<file path="config.mk">
export PLATFORM = sky130hd
export DESIGN_NAME = imem_loader
export DESIGN_NICKNAME = d
export VERILOG_FILES = /design/src/rtl/imem_loader_pkg.sv /design/src/rtl/imem_word_packer.sv /design/src/rtl/imem_loader.sv
export SDC_FILE = /design/constraint.sdc
export NUM_CORES = 1
export LEC_CHECK = 0
export BUFFER_PORTS_ARGS = -buffer_cell sky130_fd_sc_hd__buf_2
export CORE_ASPECT_RATIO = 1.2
export CORE_MARGIN = 2
export CORE_UTILIZATION = 55
export DETAILED_ROUTE_END_ITERATION = 6
export PLACE_DENSITY = 0.76
export SLEW_MARGIN = 10
export SYNTH_ARGS = -nofsm -noshare
export SYNTH_HDL_FRONTEND = slang
export SYNTH_HIERARCHICAL = 1
export SYNTH_SLANG_ARGS = --single-unit
</file>
<file path="constraint.sdc">
create_clock -name clk -period 7.7 [get_ports clk]
set_input_delay 1.155 -clock clk [delete_from_list [all_inputs] [get_ports clk]]
set_output_delay 1.155 -clock clk [all_outputs]
set_load 0.05 [all_outputs]
</file>
<file path="src/rtl/imem_loader_pkg.sv">
// Shared types and constants for the boot-time instruction-memory loader.
package imem_loader_pkg;

  localparam int unsigned BYTES_PER_WORD = 4;
  localparam int unsigned HDR_BITS       = 16;
  localparam int unsigned BYTE_BITS      = 8;
  localparam int unsigned WORD_BITS      = BYTES_PER_WORD * BYTE_BITS;

  typedef enum logic [2:0] {
    S_HDR0 = 3'd0,
    S_HDR1 = 3'd1,
    S_LOAD = 3'd2,
    S_RUN  = 3'd3,
    S_ERR  = 3'd4
  } state_e;

endpackage

</file>
<file path="src/rtl/imem_word_packer.sv">
// Assembles little-endian 32-bit words from a byte stream; flags the cycle the 4th byte lands.
module imem_word_packer
  import imem_loader_pkg::*;
(
  input  logic                 clk,
  input  logic                 rst_n,
  input  logic                 clear_i,
  input  logic                 byte_valid_i,
  input  logic [BYTE_BITS-1:0] byte_i,
  output logic                 word_valid_c,
  output logic [WORD_BITS-1:0] word_c
);

  localparam int unsigned CNT_BITS = $clog2(BYTES_PER_WORD);

  logic [CNT_BITS-1:0]  byte_cnt_q, byte_cnt_d;
  logic [WORD_BITS-1:0] asm_q, asm_d;

  always_comb begin
    byte_cnt_d = byte_cnt_q;
    asm_d      = asm_q;
    if (clear_i) begin
      byte_cnt_d = '0;
      asm_d      = '0;
    end else if (byte_valid_i) begin
      asm_d[32'(byte_cnt_q) * BYTE_BITS +: BYTE_BITS] = byte_i;
      byte_cnt_d = byte_cnt_q + CNT_BITS'(1);
    end
  end

  // The top byte bypasses the register so the word is available on the accepting edge.
  assign word_valid_c = byte_valid_i && !clear_i &&
                        (byte_cnt_q == CNT_BITS'(BYTES_PER_WORD - 1));
  assign word_c       = {byte_i, asm_q[WORD_BITS-BYTE_BITS-1:0]};

  always_ff @(posedge clk or negedge rst_n) begin
    if (!rst_n) begin
      byte_cnt_q <= '0;
      asm_q      <= '0;
    end else begin
      byte_cnt_q <= byte_cnt_d;
      asm_q      <= asm_d;
    end
  end

endmodule

</file>
<file path="src/rtl/imem_loader.sv">
// Boot loader: streams a length-prefixed image into instruction memory, then releases core reset.
module imem_loader
  import imem_loader_pkg::*;
#(
  parameter int unsigned i_addr_bits = 6
) (
  input  logic                   clk,
  input  logic                   rst_n,
  input  logic                   in_valid,
  output logic                   in_ready,
  input  logic [BYTE_BITS-1:0]   in_data,
  input  logic                   reload,
  output logic                   im_we,
  output logic [i_addr_bits-1:0] im_addr,
  output logic [WORD_BITS-1:0]   im_wdata,
  output logic                   core_rst_n,
  output logic                   loaded,
  output logic                   err
);

  localparam int unsigned DEPTH = 1 << i_addr_bits;

  state_e                 state_q, state_d;
  logic [HDR_BITS-1:0]    n_words_q, n_words_d;
  logic [i_addr_bits:0]   word_cnt_q, word_cnt_d;
  logic                   in_ready_q, in_ready_d;
  logic                   im_we_q, im_we_d;
  logic [i_addr_bits-1:0] im_addr_q, im_addr_d;
  logic [WORD_BITS-1:0]   im_wdata_q, im_wdata_d;
  logic                   core_rst_n_q, core_rst_n_d;
  logic                   loaded_q, loaded_d;
  logic                   err_q, err_d;

  logic                   accept_c;
  logic                   pack_clear_c;
  logic                   word_valid_c;
  logic [WORD_BITS-1:0]   word_c;
  logic [HDR_BITS-1:0]    hdr_c;

  assign accept_c = in_valid && in_ready_q;
  assign hdr_c    = {in_data, n_words_q[BYTE_BITS-1:0]};

  imem_word_packer u_packer (
    .clk          (clk),
    .rst_n        (rst_n),
    .clear_i      (pack_clear_c),
    .byte_valid_i (accept_c && (state_q == S_LOAD)),
    .byte_i       (in_data),
    .word_valid_c (word_valid_c),
    .word_c       (word_c)
  );

  // Next-state and registered-output logic.
  always_comb begin
    state_d      = state_q;
    n_words_d    = n_words_q;
    word_cnt_d   = word_cnt_q;
    im_we_d      = 1'b0;
    im_addr_d    = im_addr_q;
    im_wdata_d   = im_wdata_q;
    pack_clear_c = 1'b0;

    unique case (state_q)
      S_HDR0: begin
        if (accept_c) begin
          n_words_d[BYTE_BITS-1:0] = in_data;
          state_d                  = S_HDR1;
        end
      end
      S_HDR1: begin
        if (accept_c) begin
          n_words_d    = hdr_c;
          word_cnt_d   = '0;
          pack_clear_c = 1'b1;
          if (hdr_c == '0)                state_d = S_RUN;
          else if (32'(hdr_c) > DEPTH)    state_d = S_ERR;
          else                            state_d = S_LOAD;
        end
      end
      S_LOAD: begin
        if (word_valid_c) begin
          im_we_d    = 1'b1;
          im_addr_d  = word_cnt_q[i_addr_bits-1:0];
          im_wdata_d = word_c;
          word_cnt_d = word_cnt_q + (i_addr_bits+1)'(1);
          if (32'(word_cnt_q) + 32'd1 == 32'(n_words_q)) state_d = S_RUN;
        end
      end
      S_RUN: begin
        if (reload) begin
          state_d      = S_HDR0;
          n_words_d    = '0;
          word_cnt_d   = '0;
          pack_clear_c = 1'b1;
        end
      end
      S_ERR: begin
        state_d = S_ERR;
      end
      default: begin
        state_d = S_HDR0;
      end
    endcase

    in_ready_d   = (state_d == S_HDR0) || (state_d == S_HDR1) || (state_d == S_LOAD);
    // Core release lags entry into S_RUN by one edge so the last write completes first.
    core_rst_n_d = (state_q == S_RUN) && (state_d == S_RUN);
    loaded_d     = core_rst_n_d;
    err_d        = err_q || (state_d == S_ERR);
  end

  always_ff @(posedge clk or negedge rst_n) begin
    if (!rst_n) begin
      state_q      <= S_HDR0;
      n_words_q    <= '0;
      word_cnt_q   <= '0;
      in_ready_q   <= 1'b0;
      im_we_q      <= 1'b0;
      im_addr_q    <= '0;
      im_wdata_q   <= '0;
      core_rst_n_q <= 1'b0;
      loaded_q     <= 1'b0;
      err_q        <= 1'b0;
    end else begin
      state_q      <= state_d;
      n_words_q    <= n_words_d;
      word_cnt_q   <= word_cnt_d;
      in_ready_q   <= in_ready_d;
      im_we_q      <= im_we_d;
      im_addr_q    <= im_addr_d;
      im_wdata_q   <= im_wdata_d;
      core_rst_n_q <= core_rst_n_d;
      loaded_q     <= loaded_d;
      err_q        <= err_d;
    end
  end

  assign in_ready   = in_ready_q;
  assign im_we      = im_we_q;
  assign im_addr    = im_addr_q;
  assign im_wdata   = im_wdata_q;
  assign core_rst_n = core_rst_n_q;
  assign loaded     = loaded_q;
  assign err        = err_q;

endmodule
</file>
==> impl_metrics.json, run 1 <==
{
  "drt-vias-per-instance": 5.51,
  "synth_enable_flop_cells": 0,
  "tritoncts": "done",
  "post-route-period-util_pct": 50.4,
  "async_reset_ff_share_pct": 100,
  "htree_levels": 3,
  "synth_ff_type": "dfrtp_1",
  "seqPwrFrac_pct": 54.2,
  "crit_path_end_kind": "flip-flop",
  "routed_wirelength_um": 9030,
  "slew_headroom_pct": 43.6,
  "power_switching_mw": 0.336,
  "clk_pin_slew_ns": 0.10,
  "path_max_fanout": 45,
  "cts.sinks": 94,
  "gr-usage-met3_pct": 5.32,
  "root_buffer": "clkbuf_8",
  "dr.pass1.iters": 4,
  "irDropWorstVdd_mv": 0.144,
  "worst_pin_slew_ns": 0.839,
  "clk_path_buf_depth": 2,
  "crit_path_max_incr_delay_ns": 0.71,
  "synth_seq_area_share_pct": 54.7,
  "totalNegativeSetupSlack_ns": 0,
  "drv_cap": 0,
  "die_y_um": 101,
  "fmax_mhz": 258,
  "syn_avg_cell_area_um2": 9.89,
  "grt_pass1_wl_um": 15000,
  "setup_violations": 0,
  "dieArea_um2": 8550,
  "antenna_cells": 0,
  "synth_area_um2": 4300,
  "pwr-share-clk_pct": 28.0,
  "yosys_register_bits": 94,
  "gr-max-usage-layer": "met2",
  "initial_core_util_pct": 56.5,
  "drtAntennaViolNets": 0,
  "ys_types": 48,
  "skew_ns": 0.0107,
  "hpwlAfterDp_um": 6030,
  "path_cells": "buf_2, nand2_1, nor3_1, and3b_1, nor2b_1, nand2b_4, clkinv_4, nand4_1, or3_1, nor4_2, a221oi_1",
  "final_area_um2": 4690,
  "final_nets": 488,
  "worstSkewPairLatency_ns": 0.37,
  "synthToLayoutAreaGrowth_pct": 8.95,
  "crit_family": "simple AND/OR/NAND/NOR gates",
  "p_sw_share_pct": 30.7,
  "critPathSlowestCell": "nor3_1",
  "grt_max_degree": 65,
  "required_ns": 7.95,
  "dp.cells": 551,
  "internal_power_mw": 0.758,
  "crit_buf_inv": 2,
  "worstPathArrival_ns": 4.13,
  "die-width_um": 84.8,
  "cts_buffers": 9,
  "hold_viol_final": 0,
  "use_met1_pct": 28.9,
  "post_drt_wl_per_cell_um": 15.9,
  "power_frac_comb_pct": 17.8,
  "timing.final.max_slew_violations": 0,
  "drive_above_1_share_pct": 18.5,
  "rsz0062_at_grt": "no",
  "io_buffers": 54,
  "hold_path.class": "reg -> reg",
  "grt_overflow": 0,
  "gp_congestion": 0.841,
  "path_class": "in -> reg",
  "vias": 3127,
  "io_pins": 55,
  "post_cts_buffers": 0,
  "grtUsageTotal_pct": 22.7,
  "layout.cells.non_filler": 567,
  "grt_pass1_vias": 3080,
  "period_needed_ns": 3.88,
  "total_power_mw": 1.09,
  "first_iter_violations": 267,
  "hold_buffers": 0,
  "post-route-util_pct": 61.5,
  "syn-instance-count": 435,
  "cts_resized": 0,
  "p_leak_nw": 2.43,
  "antenna_found_initial": 0,
  "route.detailed.drc": 0,
  "p_per_area_nw_per_um2": 233,
  "num_rows": 35,
  "status": "finished, final reports clean",
  "cp-start-kind": "primary input",
  "yosysWarnings": 6,
  "grt_use_met2_pct": 38.2,
  "place_area_um2": 4510,
  "syn_nets": 453,
  "core_area_um2": 7620
}
==> metrics by stage <==
stage,hold slack [ns],worst slack [ns]
6_report,0.470,3.82
5_1_grt,0.508,3.56
4_1_cts,0.476,3.83
3_5_place_dp,0.452,3.43
3_3_place_gp,0.447,3.63
2_1_floorplan,0.439,4.47
==> synthesized netlist by cell type, types with 4 or more instances <==
| cell type | n | share of area [%] |
|---|---|---|
| o21ai_0 | 19 | 2.2 |
| inv_1 | 19 | 1.7 |
| o32ai_1 | 6 | 1.2 |
| o32ai_2 | 10 | 3.8 |
| nor4_1 | 4 | 0.58 |
| xnor2_1 | 9 | 1.8 |
| a32o_1 | 8 | 1.9 |
| a21o_1 | 4 | 0.70 |
| a22o_1 | 9 | 1.8 |
| nand3_1 | 6 | 0.70 |
| nand2_1 | 156 | 14 |
| ha_1 | 6 | 1.7 |
| clkbuf_1 | 15 | 1.3 |
| nor2_1 | 11 | 0.96 |
| xor2_1 | 4 | 0.81 |
| dfrtp_1 | 94 | 55 |
| buf_4 | 10 | 1.7 |
==> logic make-up (layout without fill, tap and decap cells) <==
family / count (synthesis) / in the layout / synth area share [%]
buffers and inverters: 51 / 91 / 6.37
xor gates and xnor gates: 14 / 14 / 3.17
muxes: 1 / 1 / 0.233
DFF: 94 / 94 / 54.7
adders and majority gates: 6 / 6 / 1.74
AOI/OAI and AO/OA: 65 / 65 / 13.2
and+or+nand+nor: 204 / 204 / 20.6
==> power by group through the flow <==
| stage | combinational (mW) | sequential (mW) | clock (mW) |
|---|---|---|---|
| floorplan | 0.155 | 0.590 | 0 |
| global placement | 0.191 | 0.600 | 0 |
| detailed placement | 0.195 | 0.602 | 0 |
| CTS | 0.196 | 0.593 | 0.311 |
| global route | 0.219 | 0.601 | 0.332 |
| finish | 0.194 | 0.593 | 0.307 |
==> cell type report <==
class,count,area (um^2)
Tap cell,92,115
Sequential cell,94,2350
Multi-Input combinational cell,290,1680
Clock inverter,6,46.3
Fill cell,665,2930
Clock buffer,10,138
Inverter,20,80.1
Timing Repair Buffer,55,280
==> final timing paths <==
check | to | slack (ns) | startpoint | cells past startpoint
max in group asynchronous | im_wdata[22]$_DFFE_PN0P_ | 5.89 | rst_n | 2
worst min-delay path | err$_DFF_PN0_ | 0.47 | err$_DFF_PN0_ | 1
worst max register to register | in_ready$_DFF_PN0_ | 4.20 | state_q[2]$_DFF_PN0_ | 10
worst max-delay path | in_ready$_DFF_PN0_ | 3.82 | in_valid | 11
min in group asynchronous | err$_DFF_PN0_ | 0.69 | rst_n | 1
worst min register to register | err$_DFF_PN0_ | 0.47 | err$_DFF_PN0_ | 1
==> metal layers <==
| metal | routed length (um) | part of all wire, % | vias to the layer above |
|---|---|---|---|
| li1 | - | - | 1520 |
| met1 | 3850 | 43 | 1516 |
| met2 | 4550 | 50 | 79 |
| met3 | 473 | 5.2 | 12 |
| met4 | 159 | 1.8 | 0 |
| met5 | 0 | 0 | - |
==> sequential cells by signal (all words and copies together) (netlist names), 2 cells and up <==
name                 count
n_words_q               16
state_q                  3
im_addr                  6
u_packer/asm_q          24
im_wdata                32
u_packer/byte_cnt_q      2
word_cnt_q               7
==> layout by cell type (no fill, tap or decap), drive strengths merged, types with 3 or more instances in the layout <==
cell type and n:
o31ai 3, o32ai 16, o21ai 19, xnor2 9, xor2 4, nand2 156, clkinv 4, inv 20
a32o 8, ha 6, nand3b 3, clkbuf 10, nor4 5, nand2b 5, a21o 4, dfrtp 94
buf 55, a22o 9, nor2 11, nand3 6
Power figures use the tool's default switching activity.
==> run 2, diff against run 1 <==
CORE_UTILIZATION = 52   (was 55)
clock period = 3.5 ns   (was 7.7 ns; I/O delays follow)
==> impl_metrics.json, run 2 (synthesis gave the netlist of run 1 again) <==
{
  "critPathSlowestCell": "dfrtp_1",
  "cts_buffers": 9,
  "layout.cells.non_filler": 574,
  "cts.sinks": 94,
  "rr_startpoint": "state_q[1]$_DFF_PN0_",
  "route.detailed.drc": 0,
  "post-route-period-util_pct": 79.0,
  "path_class": "reg -> reg",
  "drt-vias-per-instance": 5.53,
  "root_buffer": "clkbuf_8",
  "post_drt_wl_per_cell_um": 16.2,
  "hold_buffers": 0,
  "fin_ws_ns": 0.736,
  "grt_overflow": 0,
  "largest_register_ffs": 32,
  "skew_ns": 0.00848,
  "core_area_um2": 8060,
  "place_ws_ns": 0.648,
  "worstSkewPairLatency_ns": 0.37,
  "final_nets": 492,
  "path_max_fanout": 12,
  "p_leak_nw": 2.46,
  "crit_path_end_kind": "flip-flop",
  "grt_max_degree": 77,
  "power_frac_comb_pct": 17.9,
  "vias": 3175,
  "place_area_um2": 4540,
  "crit_path_max_incr_delay_ns": 0.60,
  "rsz0062_at_grt": "no",
  "crit_family": "simple AND/OR/NAND/NOR gates",
  "power_switching_mw": 0.731,
  "grt_pass1_vias": 3150,
  "num_rows": 36,
  "clk_pin_slew_ns": 0.09,
  "die-width_um": 87.1,
  "required_ns": 3.75,
  "worst_pin_slew_ns": 0.950,
  "fmax_mhz": 362,
  "p_sw_share_pct": 29.9,
  "slew_headroom_pct": 36.7,
  "p_per_area_nw_per_um2": 518,
  "dp.cells": 558,
  "mostFrequentLayoutCells": "156 x nand2_1, 94 x dfrtp_1, 53 x buf_2",
  "initial_core_util_pct": 53.4,
  "drive_above_1_share_pct": 18.6,
  "hold_viol_final": 0,
  "grt_pass1_wl_um": 15500,
  "first_iter_violations": 240,
  "clk_path_buf_depth": 2,
  "hold_path.class": "in -> async",
  "timing.final.max_slew_violations": 0,
  "post_cts_buffers": 0,
  "antenna_found_initial": 0,
  "worstPathArrival_ns": 3.01,
  "synthToLayoutAreaGrowth_pct": 9.71,
  "io_buffers": 54,
  "tritoncts": "done",
  "htree_levels": 3,
  "rr_worst_depth": 11,
  "drv_cap": 0,
  "dr.pass1.iters": 4,
  "die_y_um": 104,
  "n_fill_cell": 696,
  "dieArea_um2": 9020,
  "hpwlAfterDp_um": 6170,
  "io_pins": 55,
  "gp_congestion": 0.841,
  "routed_wirelength_um": 9300,
  "seqPwrFrac_pct": 53.4,
  "final_common_cell": "nand2_1",
  "crit_buf_inv": 2,
  "grtUsageTotal_pct": 22.3,
  "period_needed_ns": 2.76,
  "drtAntennaViolNets": 0,
  "startpoint": "state_q[1]$_DFF_PN0_",
  "path_cells": "o21ai_0, nand3b_1, inv_1, and3b_1, nor2b_1, nand2b_4, clkinv_4, nand4_1, or3_1, nor4_2, a221oi_1",
  "totalNegativeSetupSlack_ns": 0,
  "antenna_cells": 0,
  "cp.depth": 11,
  "pwr-share-clk_pct": 28.7,
  "internal_power_mw": 1.72,
  "cp-start-kind": "flip-flop",
  "setup_violations": 0,
  "final_area_um2": 4720,
  "cts_resized": 0,
  "status": "finished, final reports clean",
  "irDropWorstVdd_mv": 0.276
}
-- run 2: layout make-up --
| type | instances | area (um^2) | area share [%] |
|---|---|---|---|
| flip-flops and latches | 94 | 2350 | 49.8 |
| multi-input cells | 290 | 1680 | 35.5 |
| repair buffers | 59 | 310 | 6.57 |
| clock buffers | 12 | 135 | 2.86 |
| well taps | 95 | 119 | 2.52 |
| inverters | 20 | 80.1 | 1.70 |
| clock inverters | 4 | 47.5 | 1.01 |
-- run 2: through the flow --
stage / power (mW) / hold slack (ns) / util (%)
6_report: 2.45 / 0.276 / 58.6
5_1_grt: 2.56 / 0.361 / 58.6
3_5_place_dp: 1.76 / 0.453 / 56.3
3_3_place_gp: 1.75 / 0.448 / 56.3
4_1_cts: 2.46 / 0.327 / 58.6
2_1_floorplan: 1.64 / 0.229 / -
-- run 2: final timing paths --
| kind | to | slack [ns] |
|---|---|---|
| max in group asynchronous | im_wdata[27]$_DFFE_PN0P_ | 2.48 |
| hold / removal | err$_DFF_PN0_ | 0.28 |
| min in group clk | loaded$_DFF_PN0_ | 0.34 |
| setup / recovery | in_ready$_DFF_PN0_ | 0.74 |
| hold reg to reg | err$_DFF_PN0_ | 0.47 |
| setup reg to reg | in_ready$_DFF_PN0_ | 0.74 |
-- run 2: power groups by stage --
stage	Clock (mW)	Sequential [mW]	Combinational (mW)
2_1_floorplan	0	1.30	0.340
3_3_place_gp	0	1.32	0.427
3_5_place_dp	0	1.33	0.437
4_1_cts	0.719	1.31	0.439
5_1_grt	0.758	1.32	0.484
6_report	0.703	1.31	0.437
-- run 2: layer usage --
metal | up-vias | global-route usage [%] | wire, um
met2 | 64 | 36.4 | 4820
li1 | 1520 | - | -
met3 | 15 | 4.62 | 336
met1 | 1576 | 28.6 | 3930
met5 | - | 0 | 0
met4 | 0 | 9.26 | 206
